<file path="src/rtl/mem_arbiter_if.sv">
// rtl/mem_arbiter_if.sv - fetch, load/store and RAM port bundle for mem_arbiter
interface mem_arbiter_if #(
  parameter int WIDTH  = 32,
  parameter int ADDR_W = 12
);
  logic              if_req;
  logic [WIDTH-1:0]  if_addr;
  logic              if_gnt;
  logic              if_rvalid;
  logic [WIDTH-1:0]  if_rdata;

  logic              ls_req;
  logic              ls_we;
  logic [WIDTH-1:0]  ls_addr;
  logic [WIDTH-1:0]  ls_wdata;
  logic [2:0]        ls_funct3;
  logic              ls_gnt;
  logic              ls_rvalid;
  logic [WIDTH-1:0]  ls_rdata;
  logic              ls_err;

  logic [ADDR_W-1:0] ram_addr;
  logic [WIDTH-1:0]  ram_data;
  logic              ram_wren;
  logic [WIDTH-1:0]  ram_q;

  modport slave (
    input  if_req, if_addr, ls_req, ls_we, ls_addr, ls_wdata, ls_funct3, ram_q,
    output if_gnt, if_rvalid, if_rdata, ls_gnt, ls_rvalid, ls_rdata, ls_err,
           ram_addr, ram_data, ram_wren
  );

  modport master (
    output if_req, if_addr, ls_req, ls_we, ls_addr, ls_wdata, ls_funct3, ram_q,
    input  if_gnt, if_rvalid, if_rdata, ls_gnt, ls_rvalid, ls_rdata, ls_err,
           ram_addr, ram_data, ram_wren
  );
endinterface

</file>
<file path="src/rtl/mem_arbiter.sv">
// rtl/mem_arbiter.sv - round-robin fetch/LSU arbiter and access sequencer for a single-port RAM
// Sub-word stores use read-modify-write; loads are lane-extracted and extended by funct3.
module mem_arbiter #(
  parameter int WIDTH  = 32,
  parameter int ADDR_W = 12
) (
  input  logic         clk,
  input  logic         rst,
  mem_arbiter_if.slave bus
);
  localparam logic [2:0] S_IDLE      = 3'd0;
  localparam logic [2:0] S_RD_RESP   = 3'd1;
  localparam logic [2:0] S_RMW_MERGE = 3'd2;
  localparam logic [2:0] S_WR_ACK    = 3'd3;
  localparam logic [2:0] S_ERR_RESP  = 3'd4;

  logic [2:0]        state;
  logic              rr_last;   // 1: last grant went to the LSU
  logic              side_ls;
  logic [ADDR_W-1:0] addr_q;
  logic [1:0]        byte_q;
  logic [2:0]        f3_q;
  logic [15:0]       wdata_q;

  logic              idle;
  logic              grant_if;
  logic              grant_ls;
  logic              ls_bad;
  logic              ls_sw;
  logic [WIDTH-1:0]  merged;
  logic [WIDTH-1:0]  load_data;
  logic [7:0]        lane_b;
  logic [15:0]       lane_h;
  logic              unused_bits;

  assign unused_bits = ^{bus.if_addr[WIDTH-1:ADDR_W+2], bus.if_addr[1:0],
                         bus.ls_addr[WIDTH-1:ADDR_W+2]};

  // Grants are combinational, so rst gates them to keep every output low in reset.
  assign idle     = (state == S_IDLE) && rst;
  assign grant_if = idle && bus.if_req && (!bus.ls_req || rr_last);
  assign grant_ls = idle && bus.ls_req && (!bus.if_req || !rr_last);
  assign ls_sw    = bus.ls_we && (bus.ls_funct3 == 3'b010) && !ls_bad;

  always_comb begin
    ls_bad = 1'b1;
    case (bus.ls_funct3)
      3'b000:  ls_bad = 1'b0;
      3'b001:  ls_bad = bus.ls_addr[0];
      3'b010:  ls_bad = |bus.ls_addr[1:0];
      3'b100:  ls_bad = bus.ls_we;
      3'b101:  ls_bad = bus.ls_we | bus.ls_addr[0];
      default: ls_bad = 1'b1;
    endcase
  end

  assign lane_b = bus.ram_q[{byte_q, 3'b000} +: 8];
  assign lane_h = bus.ram_q[{byte_q[1], 4'b0000} +: 16];

  always_comb begin
    merged = bus.ram_q;
    if (f3_q[0]) merged[{byte_q[1], 4'b0000} +: 16] = wdata_q;
    else         merged[{byte_q, 3'b000} +: 8]      = wdata_q[7:0];
  end

  always_comb begin
    case (f3_q)
      3'b000:  load_data = {{24{lane_b[7]}}, lane_b};
      3'b100:  load_data = {24'd0, lane_b};
      3'b001:  load_data = {{16{lane_h[15]}}, lane_h};
      3'b101:  load_data = {16'd0, lane_h};
      default: load_data = bus.ram_q;
    endcase
  end

  always_comb begin
    bus.if_gnt    = grant_if;
    bus.ls_gnt    = grant_ls;
    bus.if_rvalid = 1'b0;
    bus.if_rdata  = '0;
    bus.ls_rvalid = 1'b0;
    bus.ls_rdata  = '0;
    bus.ls_err    = 1'b0;
    bus.ram_addr  = '0;
    bus.ram_data  = '0;
    bus.ram_wren  = 1'b0;
    if (grant_if)                bus.ram_addr = bus.if_addr[ADDR_W+1:2];
    else if (grant_ls && !ls_bad) bus.ram_addr = bus.ls_addr[ADDR_W+1:2];
    else if (state != S_IDLE)    bus.ram_addr = addr_q;
    if (grant_ls && ls_sw) begin
      bus.ram_wren = 1'b1;
      bus.ram_data = bus.ls_wdata;
    end
    case (state)
      S_RD_RESP: begin
        if (side_ls) begin
          bus.ls_rvalid = 1'b1;
          bus.ls_rdata  = load_data;
        end else begin
          bus.if_rvalid = 1'b1;
          bus.if_rdata  = bus.ram_q;
        end
      end
      S_RMW_MERGE: begin
        bus.ram_wren = 1'b1;
        bus.ram_data = merged;
      end
      S_WR_ACK:   bus.ls_rvalid = 1'b1;
      S_ERR_RESP: begin
        bus.ls_rvalid = 1'b1;
        bus.ls_err    = 1'b1;
      end
      default: ;
    endcase
  end

  always_ff @(posedge clk or negedge rst) begin
    if (!rst) begin
      state   <= S_IDLE;
      rr_last <= 1'b0;
      side_ls <= 1'b0;
      addr_q  <= '0;
      byte_q  <= '0;
      f3_q    <= '0;
      wdata_q <= '0;
    end else begin
      case (state)
        S_IDLE: begin
          if (grant_if) begin
            rr_last <= 1'b0;
            side_ls <= 1'b0;
            addr_q  <= bus.if_addr[ADDR_W+1:2];
            state   <= S_RD_RESP;
          end else if (grant_ls) begin
            rr_last <= 1'b1;
            side_ls <= 1'b1;
            byte_q  <= bus.ls_addr[1:0];
            f3_q    <= bus.ls_funct3;
            wdata_q <= bus.ls_wdata[15:0];
            if (ls_bad) begin
              addr_q <= '0;
              state  <= S_ERR_RESP;
            end else begin
              addr_q <= bus.ls_addr[ADDR_W+1:2];
              if (!bus.ls_we) state <= S_RD_RESP;
              else if (ls_sw) state <= S_WR_ACK;
              else            state <= S_RMW_MERGE;
            end
          end
        end
        S_RMW_MERGE: state <= S_WR_ACK;
        default:     state <= S_IDLE;
      endcase
    end
  end
endmodule

</file>
<file path="src/flat_wrapper.sv">
// flat-port wrapper written by rule: the top's interface ports become plain ports
module mem_arbiter_flat 
#(
  parameter int WIDTH  = 32,
  parameter int ADDR_W = 12
)
  (clk, rst, bus_if_req, bus_if_addr, bus_ls_req, bus_ls_we, bus_ls_addr, bus_ls_wdata, bus_ls_funct3, bus_ram_q, bus_if_gnt, bus_if_rvalid, bus_if_rdata, bus_ls_gnt, bus_ls_rvalid, bus_ls_rdata, bus_ls_err, bus_ram_addr, bus_ram_data, bus_ram_wren);
  mem_arbiter_if #(.WIDTH(WIDTH), .ADDR_W(ADDR_W)) bus_i ();
  input  logic clk;
  input  logic rst;
  input wire logic [$bits(bus_i.if_req)-1:0] bus_if_req;
  input wire logic [$bits(bus_i.if_addr)-1:0] bus_if_addr;
  input wire logic [$bits(bus_i.ls_req)-1:0] bus_ls_req;
  input wire logic [$bits(bus_i.ls_we)-1:0] bus_ls_we;
  input wire logic [$bits(bus_i.ls_addr)-1:0] bus_ls_addr;
  input wire logic [$bits(bus_i.ls_wdata)-1:0] bus_ls_wdata;
  input wire logic [$bits(bus_i.ls_funct3)-1:0] bus_ls_funct3;
  input wire logic [$bits(bus_i.ram_q)-1:0] bus_ram_q;
  output wire logic [$bits(bus_i.if_gnt)-1:0] bus_if_gnt;
  output wire logic [$bits(bus_i.if_rvalid)-1:0] bus_if_rvalid;
  output wire logic [$bits(bus_i.if_rdata)-1:0] bus_if_rdata;
  output wire logic [$bits(bus_i.ls_gnt)-1:0] bus_ls_gnt;
  output wire logic [$bits(bus_i.ls_rvalid)-1:0] bus_ls_rvalid;
  output wire logic [$bits(bus_i.ls_rdata)-1:0] bus_ls_rdata;
  output wire logic [$bits(bus_i.ls_err)-1:0] bus_ls_err;
  output wire logic [$bits(bus_i.ram_addr)-1:0] bus_ram_addr;
  output wire logic [$bits(bus_i.ram_data)-1:0] bus_ram_data;
  output wire logic [$bits(bus_i.ram_wren)-1:0] bus_ram_wren;
  assign bus_i.if_req = bus_if_req;
  assign bus_i.if_addr = bus_if_addr;
  assign bus_i.ls_req = bus_ls_req;
  assign bus_i.ls_we = bus_ls_we;
  assign bus_i.ls_addr = bus_ls_addr;
  assign bus_i.ls_wdata = bus_ls_wdata;
  assign bus_i.ls_funct3 = bus_ls_funct3;
  assign bus_i.ram_q = bus_ram_q;
  assign bus_if_gnt = bus_i.if_gnt;
  assign bus_if_rvalid = bus_i.if_rvalid;
  assign bus_if_rdata = bus_i.if_rdata;
  assign bus_ls_gnt = bus_i.ls_gnt;
  assign bus_ls_rvalid = bus_i.ls_rvalid;
  assign bus_ls_rdata = bus_i.ls_rdata;
  assign bus_ls_err = bus_i.ls_err;
  assign bus_ram_addr = bus_i.ram_addr;
  assign bus_ram_data = bus_i.ram_data;
  assign bus_ram_wren = bus_i.ram_wren;
  mem_arbiter #(.WIDTH(WIDTH), .ADDR_W(ADDR_W)) u_core (.clk(clk), .rst(rst), .bus(bus_i));
endmodule
</file>
<file path="config.mk">
export PLATFORM = sky130hd
export DESIGN_NAME = mem_arbiter_flat
export DESIGN_NICKNAME = d
export VERILOG_FILES = /design/src/rtl/mem_arbiter_if.sv /design/src/rtl/mem_arbiter.sv /design/src/flat_wrapper.sv
export SDC_FILE = /design/constraint.sdc
export NUM_CORES = 1
export LEC_CHECK = 0
export ABC_AREA = 1
export CORE_MARGIN = 10
export CORE_UTILIZATION = 26
export DETAILED_ROUTE_END_ITERATION = 10
export GPL_TIMING_DRIVEN = 0
export PLACE_DENSITY_LB_ADDON = 0.15
export SLEW_MARGIN = 15
export SYNTH_ARGS = -nofsm -noshare
export SYNTH_HDL_FRONTEND = slang
export SYNTH_SLANG_ARGS = --single-unit
</file>
<file path="constraint.sdc">
create_clock -name clk -period 1.72 [get_ports clk]
set_clock_uncertainty 0.05 [all_clocks]
set_input_delay 0.172 -clock clk [delete_from_list [all_inputs] [get_ports clk]]
set_output_delay 0.172 -clock clk [all_outputs]
set_load 0.02 [all_outputs]
</file>
==> summary.md, run 1 <==
| Metric | Value |
|---|---|
| Placed insts | 1222 |
| Initial antenna violation count | 0 |
| FF+latch count, synth | 37 |
| 1st-iter DRT viols | roughly 430 |
| Placement Rows | 47 |
| Wirelength, routed | 25400 microns |
| Tcrit/Tclk final | 1.249 |
| Die area | 0.02216 sq mm |
| Top delay family on crit path | simple AND/OR/NAND/NOR gates |
| Register area share after synthesis | 0.2144 |
| WHS | 245.4 ps |
| Hold Fails Final Rpt | 0 |
| Max clock buf depth | 2 |
| Fmax | approximately 470 MHz |
| # nets final | ~1.2k |
| Number of vias in the routed layout | 6554 |
| Max VDD drop | 503.6 uV |
| Slew @ Worst Pin | 727.0 ps |
| CP endpoint kind | output port |
| Slowest CP cell | dfrtp_2 |
| Crit path DAT | 1930 ps |
| Mean area per synthesized cell | 5.466 sq um |
| I/O pin count | between 200 and 300 |
| Iteration count of the initial detailed-routing pass | 5 |
| GP Congestion | roughly 0.9 |
| Final std cells w/o fill | 1322 |
| Slew Limit Fails | 0 |
| Layout cells sized above 1 | 0.4583 |
| WS Path Type | flip-flop to output port |
| Worst path max stage delay | roughly 420 ps |
| Worst-skew pair later-pin latency | 290 ps |
| YS warnings | 0 |
| RSZ-0062 raised after global routing | true |
| Initial Util | 0.2632 |
| Setup violations, final | 110 |
| # diodes | 0 |
| Area delta synth->final | 121.3% |
| Failing checks | negative setup slack |
| Total GRT Usage | 0.2129 |
| Worst-path clk slew | 60 ps |
| Crit path cell chain | clkinv_4 > ha_4 > inv_1 > nand2_4 > o22ai_1 > nand2_1 > nand2_1 > nand2_1 > nand2_2 > buf_6 |
| Post-Syn Area | 0.004318 sq mm |
| Largest fanout on the critical path | 8 |
| First-pass GRT wire length | 37050 microns |
| Via-to-Cell Ratio | 4.958 |
| Synth Net Count | 931 |
| Pin count of the biggest net entering global routing | 23 |
| Buf/Inv on CP | 3 |
| CP required | 1500 ps |
| Static Leak | 4.649 nW |
| Yosys cell types | 30 |
| WL/cell | 19.22 microns |
| Core ar. | ~0.016 sq mm |
| Design Power | 9.121 mW |
| Minimum clock period | 2148 ps |
| Clock root cell | clkbuf_16 |
| Total CTS buffers | 5 |
| Most used cell along the critical path | nand2_1 |
| DRT antenna net count | 0 |
| Dpl hpwl | roughly 18000 microns |
| H-Tree Depth | 2 |
| Chip width | 148.9 microns |
| DRC violations left | 0 |
| Slew HR | 0.5137 |
| Maxcap violations | 0 |
| I/O Buffers | 211 |
| Status | complete, but fails checks |
| Final setup margin | -427.6 ps |
| CTS tree | built |
| Crit path launch type | flip-flop |
| Vias in the first global route | ~6.6k |
| Power Dens Cells | 954.4 mW/mm^2 |
| GRT overflow | 0 |
| Synth Instances | 790 |
| Worst hold path type | primary input to flip-flop |
| Die Y | 148.9 microns |
| CTS sink cnt | 37 |
-- stage by stage --
stage	TNS, ps	util	setup slack [ps]	instance area, sq um
3_3_place_gp	-220470	0.4143	-2524	6798
2_1_floorplan	-53.42	-	-14.06	4410
6_report	-29520	0.5825	-427.6	9557
3_5_place_dp	-84230	0.4157	-1172	6820
5_1_grt	-36590	0.5825	-486.8	9557
4_1_cts	-28820	0.5512	-389.0	9044
-- worst min-delay path, stage by stage --
cell and delay, ps:
dlygate4sd2_1 250, nand2_1 70, o21ai_0 60
-- cells in the mapped netlist, drive strengths merged --
master,number,area (sq um)
a211oi,5,37.54
a21oi,50,250.2
a31oi,1,6.260
buf,27,170.2
clkbuf,19,71.32
dfrtp,37,925.9
ha,5,62.56
inv,81,304.0
nand2,314,1209
nand3,48,257.8
nand3b,1,7.510
nand4,9,56.30
nor2,95,439.2
nor3,2,15.01
o211ai,1,7.510
o21ai,77,385.4
o22ai,18,112.6
-- sequential cells by signal (all words and copies together), names as in the netlist --
register and cells:
u_core.addr_q 12, u_core.byte_q 2, u_core.f3_q 3, u_core.side_ls 1
u_core.state 3, u_core.wdata_q 16
-- routing by layer --
layer  global-route usage  share of wire  up-vias
met5                    0              0        -
met4              0.06869          0.035        0
met3              0.03155          0.077       52
met2               0.3577           0.48      300
met1               0.2735           0.41     3055
li1                     -              -     3147
-- kinds of logic (layout without fill, tap and decap cells) --
family | Yosys count | in the layout | share of synthesized area
AO/OA/AOI/OAI | 152 | 152 | 0.1852
adder cells (fa/ha/maj) | 5 | 5 | 0.01449
buffers and inverters | 127 | 439 | 0.1263
flip-flops | 37 | 37 | 0.2144
AND/OR/NAND/NOR | 469 | 469 | 0.4596
-- path summary, 6_finish.rpt --
kind	to	slack, ps	cells past startpoint	start
max	bus_ram_data[24]	-430	10	u_core.byte_q[0]
max in group asynchronous	u_core.byte_q[0]	610	2	rst
min reg2reg	u_core.addr_q[7]	450	2	u_core.addr_q[7]
max reg2reg	u_core.f3_q[0]	60	9	u_core.state[2]
min in group asynchronous	u_core.addr_q[8]	480	3	rst
min	u_core.byte_q[0]	250	3	bus_ls_addr[0]
-- where the power goes --
| part | switching (mW) | internal (mW) |
|---|---|---|
| Combinational | 3.85 | 2.88 |
| Clock | 0.391 | 0.538 |
| Sequential | 0.320 | 1.14 |
| Total | 4.56 | 4.56 |
-- placed cells by master (no fill, tap or decap), drive strengths merged --
cell type,netlist,layout
inv,81,80
clkdlybuf4s50,0,93
o211ai,1,1
ha,5,5
o22ai,18,18
nand3b,1,1
nor3,2,2
nand3,48,48
a21oi,50,50
a31oi,1,1
clkbuf,19,31
clkinvlp,0,2
clkinv,0,1
buf,27,227
nor2,95,95
o21ai,77,77
dlygate4sd3,0,2
dlygate4sd2,0,3
nand4,9,9
nand2,314,314
a211oi,5,5
dfrtp,37,37
-- area by class of cell --
cell class | instances | area [sq um]
tap | 220 | 275.3
clock buffer | 6 | 128.9
sequential | 37 | 928.4
clock inverter | 2 | 15.01
fill | 1492 | 6850
multi-input combinational | 626 | 4085
buffer | 43 | 491.7
timing repair buffer | 307 | 3278
inverter | 81 | 354.1
-- repair_timing --
item,CTS,global route
pin swaps,55,49
buffers inserted,69,18
hold endpoints to repair,15,0
endpoints found under the setup margin,114,144
gates resized for setup,998,136
hold buffers,2,0
gates cloned,12,2
Power figures use the tool's default switching activity.
==> run 2, diff against run 1 <==
--- a/config.mk
+++ b/config.mk
@@ -12,5 +12,5 @@
 export GPL_TIMING_DRIVEN = 0
 export PLACE_DENSITY_LB_ADDON = 0.15
-export SLEW_MARGIN = 15
+export SLEW_MARGIN = 20
 export SYNTH_ARGS = -nofsm -noshare
 export SYNTH_HDL_FRONTEND = slang
==> constraint.sdc (replaced) <==
create_clock -name clk -period 1.72 [get_ports clk]
set_clock_uncertainty 0.05 [all_clocks]
set_input_delay 0.258 -clock clk [delete_from_list [all_inputs] [get_ports clk]]
set_output_delay 0.258 -clock clk [all_outputs]
set_load 0.02 [all_outputs]
==> summary.md, run 2 (same netlist as run 1, synthesis figures left out) <==
| Metric | Value |
|---|---|
| Status | complete, but fails checks |
| Failing checks | negative setup slack |
| Worst-skew pair later-pin latency | 290 ps (about the same) |
| CP endpoint kind | output port |
| I/O pin count | 250 (unchanged) |
| Worst-path clk slew | 70 ps (about the same) |
| 1st-iter DRT viols | 467 (+7.6%) |
| Net load switching power | 4.479 mW (-1.9%) |
| Total CTS buffers | 5 (unchanged) |
| Clock Power Share | 0.116 (+0.014) |
| Final setup margin | -560.3 ps (-132.8 ps) |
| Chip width | 148.9 microns (unchanged) |
| GP Congestion | 0.9494 (+2.9%) |
| Die Y | 148.9 microns (unchanged) |
| Pin count of the biggest net entering global routing | 23 (unchanged) |
| WHS | 13.72 ps (-231.7 ps) |
| Max clock buf depth | 2 (unchanged) |
| WL/cell | 19.13 microns (-0.45%) |
| GRT overflow | 0 (unchanged) |
| DRC violations left | 0 (unchanged) |
| RSZ-0062 raised after global routing | true |
| # diodes | 0 (unchanged) |
| Flop pwr share | 0.154 (-0.006) |
| Max VDD drop | 546.4 uV (+8.5%) |
| Largest fanout on the critical path | 8 (unchanged) |
| First-pass GRT wire length | 36050 microns (-2.7%) |
| Initial antenna violation count | 0 (unchanged) |
| CTS sink cnt | 37 (unchanged) |
| DRT antenna net count | 0 (unchanged) |
| Wirelength, routed | 25400 microns (unchanged) |
| CTS tree | built |
| Tcrit/Tclk final | 1.326 (+0.07719) |
| Iteration count of the initial detailed-routing pass | 5 (unchanged) |
| Area delta synth->final | 122.7% |
| Core ar. | 0.01641 sq mm (unchanged) |
| Power Dens Cells | 967.0 mW/mm^2 (+1.3%) |
| Crit path launch type | primary input |
| Initial Util | 0.2632 (unchanged) |
| Slew HR | 0.5080 (-0.005715) |
| Most frequent cells in the layout | 237 x nand2_1, 136 x buf_6, 91 x clkdlybuf4s50_1, 68 x buf_4, 63 x inv_1 |
| Number of vias in the routed layout | 6518 (-0.55%) |
| Slew @ Worst Pin | 735.6 ps (+8.544 ps) |
| Worst hold path type | primary input to async pin |
| Slew Limit Fails | 0 (unchanged) |
| Die area | 0.02216 sq mm (unchanged) |
| Placement Rows | 47 (unchanged) |
| Fmax | 438.5 MHz (-5.8%) |
| Via-to-Cell Ratio | 4.908 (-1.0%) |
| Layout cells sized above 1 | 0.4522 (-0.006092) |
| Design Power | 9.297 mW (+1.9%) |
| Crit path DAT | 1970 ps (+40 ps) |
| Combinational power share | 0.730 (-0.008) |
| Hold Fails Final Rpt | 0 (unchanged) |
| Static Leak | 4.652 nW (about the same) |
| Total GRT Usage | 0.2053 (-0.007591) |
| Setup violations, final | 112 (+1.8%) |
| Maxcap violations | 0 (unchanged) |
| CP required | 1410 ps (-90 ps) |
| Vias in the first global route | 6150 (-6.5%) |
| # nets final | 1248 (+0.48%) |
| Largest regs | u_core.wdata_q (16), u_core.addr_q (12) |
| I/O Buffers | 211 (unchanged) |
| Largest Register | u_core.wdata_q |
| Minimum clock period | 2280 ps (+132.8 ps) |
| Clock root cell | clkbuf_16 |
| WS Path Type | primary input to output port |
| H-Tree Depth | 2 (unchanged) |
| Dpl hpwl | 18170 microns (-1.1%) |
| Sw frac | 0.4818 (-0.01859) |
| Max reg flops | 16 (unchanged) |
| Most common cell after layout, fill and taps aside | nand2_1 |
| Internal power | 4.817 mW (+5.7%) |
==> run 2: metrics by stage <==
step	cells	setup TNS [ps]	worst slack [ps]	cell area (sq um)	util
after floorplan	790	-1854	-58.83	4589	-
after global placement	1221	-245760	-2677	6977	0.4252
after detailed placement	1222	-114120	-1415	6999	0.4266
after CTS	1297	-42670	-541.8	8760	0.5339
after global routing	1328	-53690	-655.5	9614	0.5860
final	1328	-45290	-560.3	9614	0.5860
==> run 2: cell type report <==
class | count | area [sq um]
multi-input cells | 626 | 4010
clock inverters | 2 | 38.79
clock buffers | 6 | 128.9
inverters | 81 | 362.8
repair buffers | 316 | 3440
fillers | 1483 | 6793
plain buffers | 40 | 431.7
well taps | 220 | 275.3
flip-flops and latches | 37 | 927.1
==> run 2: worst max-delay path, stage by stage <==
cell and delay (ps):
clkdlybuf4s50_1 580, inv_1 180, nand2_4 110, nand3_2 80
nand2_2 100, nand2_4 70, nand3_4 90, nand2_8 110
buf_12 170, nor2_4 80, buf_6 120
==> run 2: power by group through the flow <==
stage / clock network [mW] / registers (mW) / logic, mW
4_1_cts: 1.09 / 1.39 / 5.82
2_1_floorplan: 0 / 1.32 / 2.83
5_1_grt: 1.14 / 1.45 / 7.24
3_3_place_gp: 0 / 1.40 / 4.23
6_report: 1.08 / 1.43 / 6.79
3_5_place_dp: 0 / 1.40 / 4.24
==> run 2: repair_timing <==
action	4_1_cts	5_1_grt
cloned	11	1
resized for setup	879	186
pin swaps	45	46
hold endpoints to repair	22	0
setup endpoints to repair	131	134
setup buffers	57	36
hold buffers	2	0
==> run 2: routing by layer <==
layer | vias up | track usage | wire length (microns) | share of wire
met1 | 3040 | 0.2621 | 10340 | 0.41
met3 | 38 | 0.03368 | 1894 | 0.075
met2 | 274 | 0.3514 | 12530 | 0.49
met4 | 0 | 0.05103 | 639 | 0.025
met5 | - | 0 | 0 | 0
li1 | 3166 | - | - | -
==> run 2: final timing paths <==
path	startpoint	endpoint	slack, ps	depth (start not counted)
max	bus_ram_q[31]	bus_ls_rdata[22]	-560	11
min	rst	u_core.addr_q[4]	10	2
max reg2reg	u_core.state[0]	u_core.addr_q[3]	60	7
min reg2reg	u_core.addr_q[2]	u_core.addr_q[2]	450	2
max in group asynchronous	rst	u_core.byte_q[1]	470	3
min in group clk	bus_ls_funct3[0]	u_core.f3_q[0]	330	3
==> run 3, diff against run 2 <==
PLACE_DENSITY_LB_ADDON = 0.08   (was 0.15)
==> summary.md, run 3 (same netlist as run 1, synthesis figures left out) <==
| Metric | Value |
|---|---|
| Final setup margin | -466.9 ps (+93.38 ps) |
| Layout cells sized above 1 | 0.4634 (+0.01120) |
| # nets final | 1232 (-1.3%) |
| Max reg flops | 16 (unchanged) |
| Via-to-Cell Ratio | 4.871 (-0.75%) |
| Largest fanout on the critical path | 7 (-1) |
| Crit path cell chain | buf_6 > buf_12 > nand2_8 > nand4_1 > nand3_4 > nand2_8 > buf_12 > nor2_4 > buf_6 |
| RR Startpoint | u_core.state[2] |
| Final std cells w/o fill | 1313 (-1.1%) |
| Place WS | -1196 ps (+219.2 ps) |
| RSZ-0062 raised after global routing | true |
| I/O Buffers | 211 (unchanged) |
| Hold Fails Final Rpt | 0 (unchanged) |
| Design Power | 9.129 mW (-1.8%) |
| GRT overflow | 0 (unchanged) |
| Static Leak | 4.617 nW (-0.75%) |
| Placed insts | 1222 (unchanged) |
| Most common cell after layout, fill and taps aside | nand2_1 |
| Vias in the first global route | 6386 (+3.8%) |
| Dpl hpwl | 18460 microns (+1.6%) |
| Slew Limit Fails | 0 (unchanged) |
| Worst path max stage delay | 440 ps (-140 ps) |
| Buf/Inv on CP | 4 (unchanged) |
| Fmax | 457.3 MHz (+4.3%) |
| I/O pin count | 250 (unchanged) |
| First-pass GRT wire length | 37300 microns (+3.5%) |
| CTS tree | built |
| Worst-path clk slew | 60 ps (about the same) |
| Slew @ Worst Pin | 796.9 ps (+61.38 ps) |
| Pin count of the biggest net entering global routing | 22 (-4.3%) |
| GP Congestion | 0.9684 (+2.0%) |
| Largest Register | u_core.wdata_q |
| Top delay family on crit path | buffers and inverters |
| Core ar. | 0.01641 sq mm (unchanged) |
| Setup violations, final | 112 (unchanged) |
| Minimum clock period | 2187 ps (-93.38 ps) |
| Largest regs | u_core.wdata_q (16), u_core.addr_q (12) |
| Slowest CP cell | dfrtp_2 |
| Placement Rows | 47 (unchanged) |
| Die area | 0.02216 sq mm (unchanged) |
| CP required | 1410 ps (about the same) |
| CTS sink cnt | 37 (unchanged) |
| H-Tree Depth | 2 (unchanged) |
| R2r worst-path depth | 10 (+3) |
| WS Path Type | flip-flop to output port |
| Max clock buf depth | 2 (unchanged) |
| Crit path launch type | flip-flop |
| DRC violations left | 0 (unchanged) |
| Worst-skew pair later-pin latency | 290 ps (about the same) |
| Initial Util | 0.2632 (unchanged) |
| Power Dens Cells | 964.9 mW/mm^2 (-0.21%) |
| Number of vias in the routed layout | 6396 (-1.9%) |
| Slew HR | 0.4670 (-0.04106) |
| Failing checks | negative setup slack |
| Chip width | 148.9 microns (unchanged) |
| Initial antenna violation count | 1 (+1) |
| Iteration count of the initial detailed-routing pass | 5 (unchanged) |
| Total CTS buffers | 5 (unchanged) |
| CP endpoint kind | output port |
| Reg2reg end | u_core.wdata_q[0] |
| Maxcap violations | 0 (unchanged) |
| 1st-iter DRT viols | 633 (+36%) |
| Clock root cell | clkbuf_16 |
| Wirelength, routed | 25120 microns (-1.1%) |
| Status | complete, but fails checks |
| Most frequent cells in the layout | 225 x nand2_1, 128 x buf_6, 91 x clkdlybuf4s50_1, 67 x buf_4, 62 x inv_1 |
| WL/cell | 19.13 microns (about the same) |
| Tcrit/Tclk final | 1.271 (-0.05429) |
| Crit path DAT | 1880 ps (-90 ps) |
| Total GRT Usage | 0.2142 (+0.008865) |
| Die Y | 148.9 microns (unchanged) |
| Worst hold path type | primary input to async pin |
| Max VDD drop | 599.4 uV (+9.7%) |
| R2R setup slack | 70 ps (about the same) |
| DRT antenna net count | 0 (unchanged) |
| Area delta synth->final | 119.1% |
run 3: cell type report:
class                   count  area [sq um]
flip-flops and latches     37         928.4
inverters                  81         352.8
multi-input cells         626          4110
diodes                      1         2.502
clock inverters             3         43.79
plain buffers              41         479.2
fillers                  1561          6947
clock buffers               5         125.1
repair buffers            299          3143
well taps                 220         275.3
run 3: power by group:
| part | internal, mW | leakage (nW) | switching [mW] |
|---|---|---|---|
| sequential | 1.14 | 0.464 | 0.277 |
| combinational | 2.80 | 4.07 | 3.82 |
| clock | 0.687 | 0.0842 | 0.408 |
| total | 4.63 | 4.62 | 4.50 |
run 3: worst max path at each step:
stage | from | end | slack (ps) | cells after the start
after floorplan | u_core.byte_q[0] | bus_ram_data[10] | -60 | 11
after global placement | rst | bus_ram_data[15] | -2580 | 9
after detailed placement | rst | bus_ram_data[15] | -1200 | 10
after CTS | u_core.byte_q[1] | bus_ram_data[19] | -490 | 10
after global routing | u_core.byte_q[1] | bus_ram_data[17] | -570 | 11
final | u_core.byte_q[1] | bus_ls_rdata[29] | -470 | 9
run 3: what timing repair did:
action | 4_1_cts | 5_1_grt
setup buffers | 42 | 38
gates resized for setup | 889 | 203
endpoints found under the hold margin | 16 | 0
hold buffers | 2 | 0
endpoints found under the setup margin | 114 | 128
cloned | 10 | 2
pin swaps | 57 | 55
run 3: worst register-to-register path, delay by kind of cell, from the launching register on:
kind                   cells  cell delay [ps]
buffers and inverters      5              610
flip-flops                 1              420
AND/OR/NAND/NOR            4              400
AO/OA/AOI/OAI              1               80
run 3: through the flow:
step | TNS (ps) | area [sq um] | utilization | hold slack, ps
after detailed placement | -102890 | 6999 | 0.4266 | 186.7
after global routing | -50010 | 9460 | 0.5766 | 152.6
after global placement | -246860 | 6977 | 0.4252 | 432.0
after CTS | -39790 | 8574 | 0.5226 | 307.0
after floorplan | -1854 | 4589 | - | -87.59
final | -40750 | 9460 | 0.5766 | 111.2
run 3: layer usage:
layer / global-route usage / up-vias / share of wire
li1: - / 3128 / -
met3: 0.05036 / 25 / 0.092
met5: 0 / - / 0
met4: 0.04318 / 0 / 0.016
met1: 0.2882 / 2961 / 0.43
met2: 0.3416 / 282 / 0.47
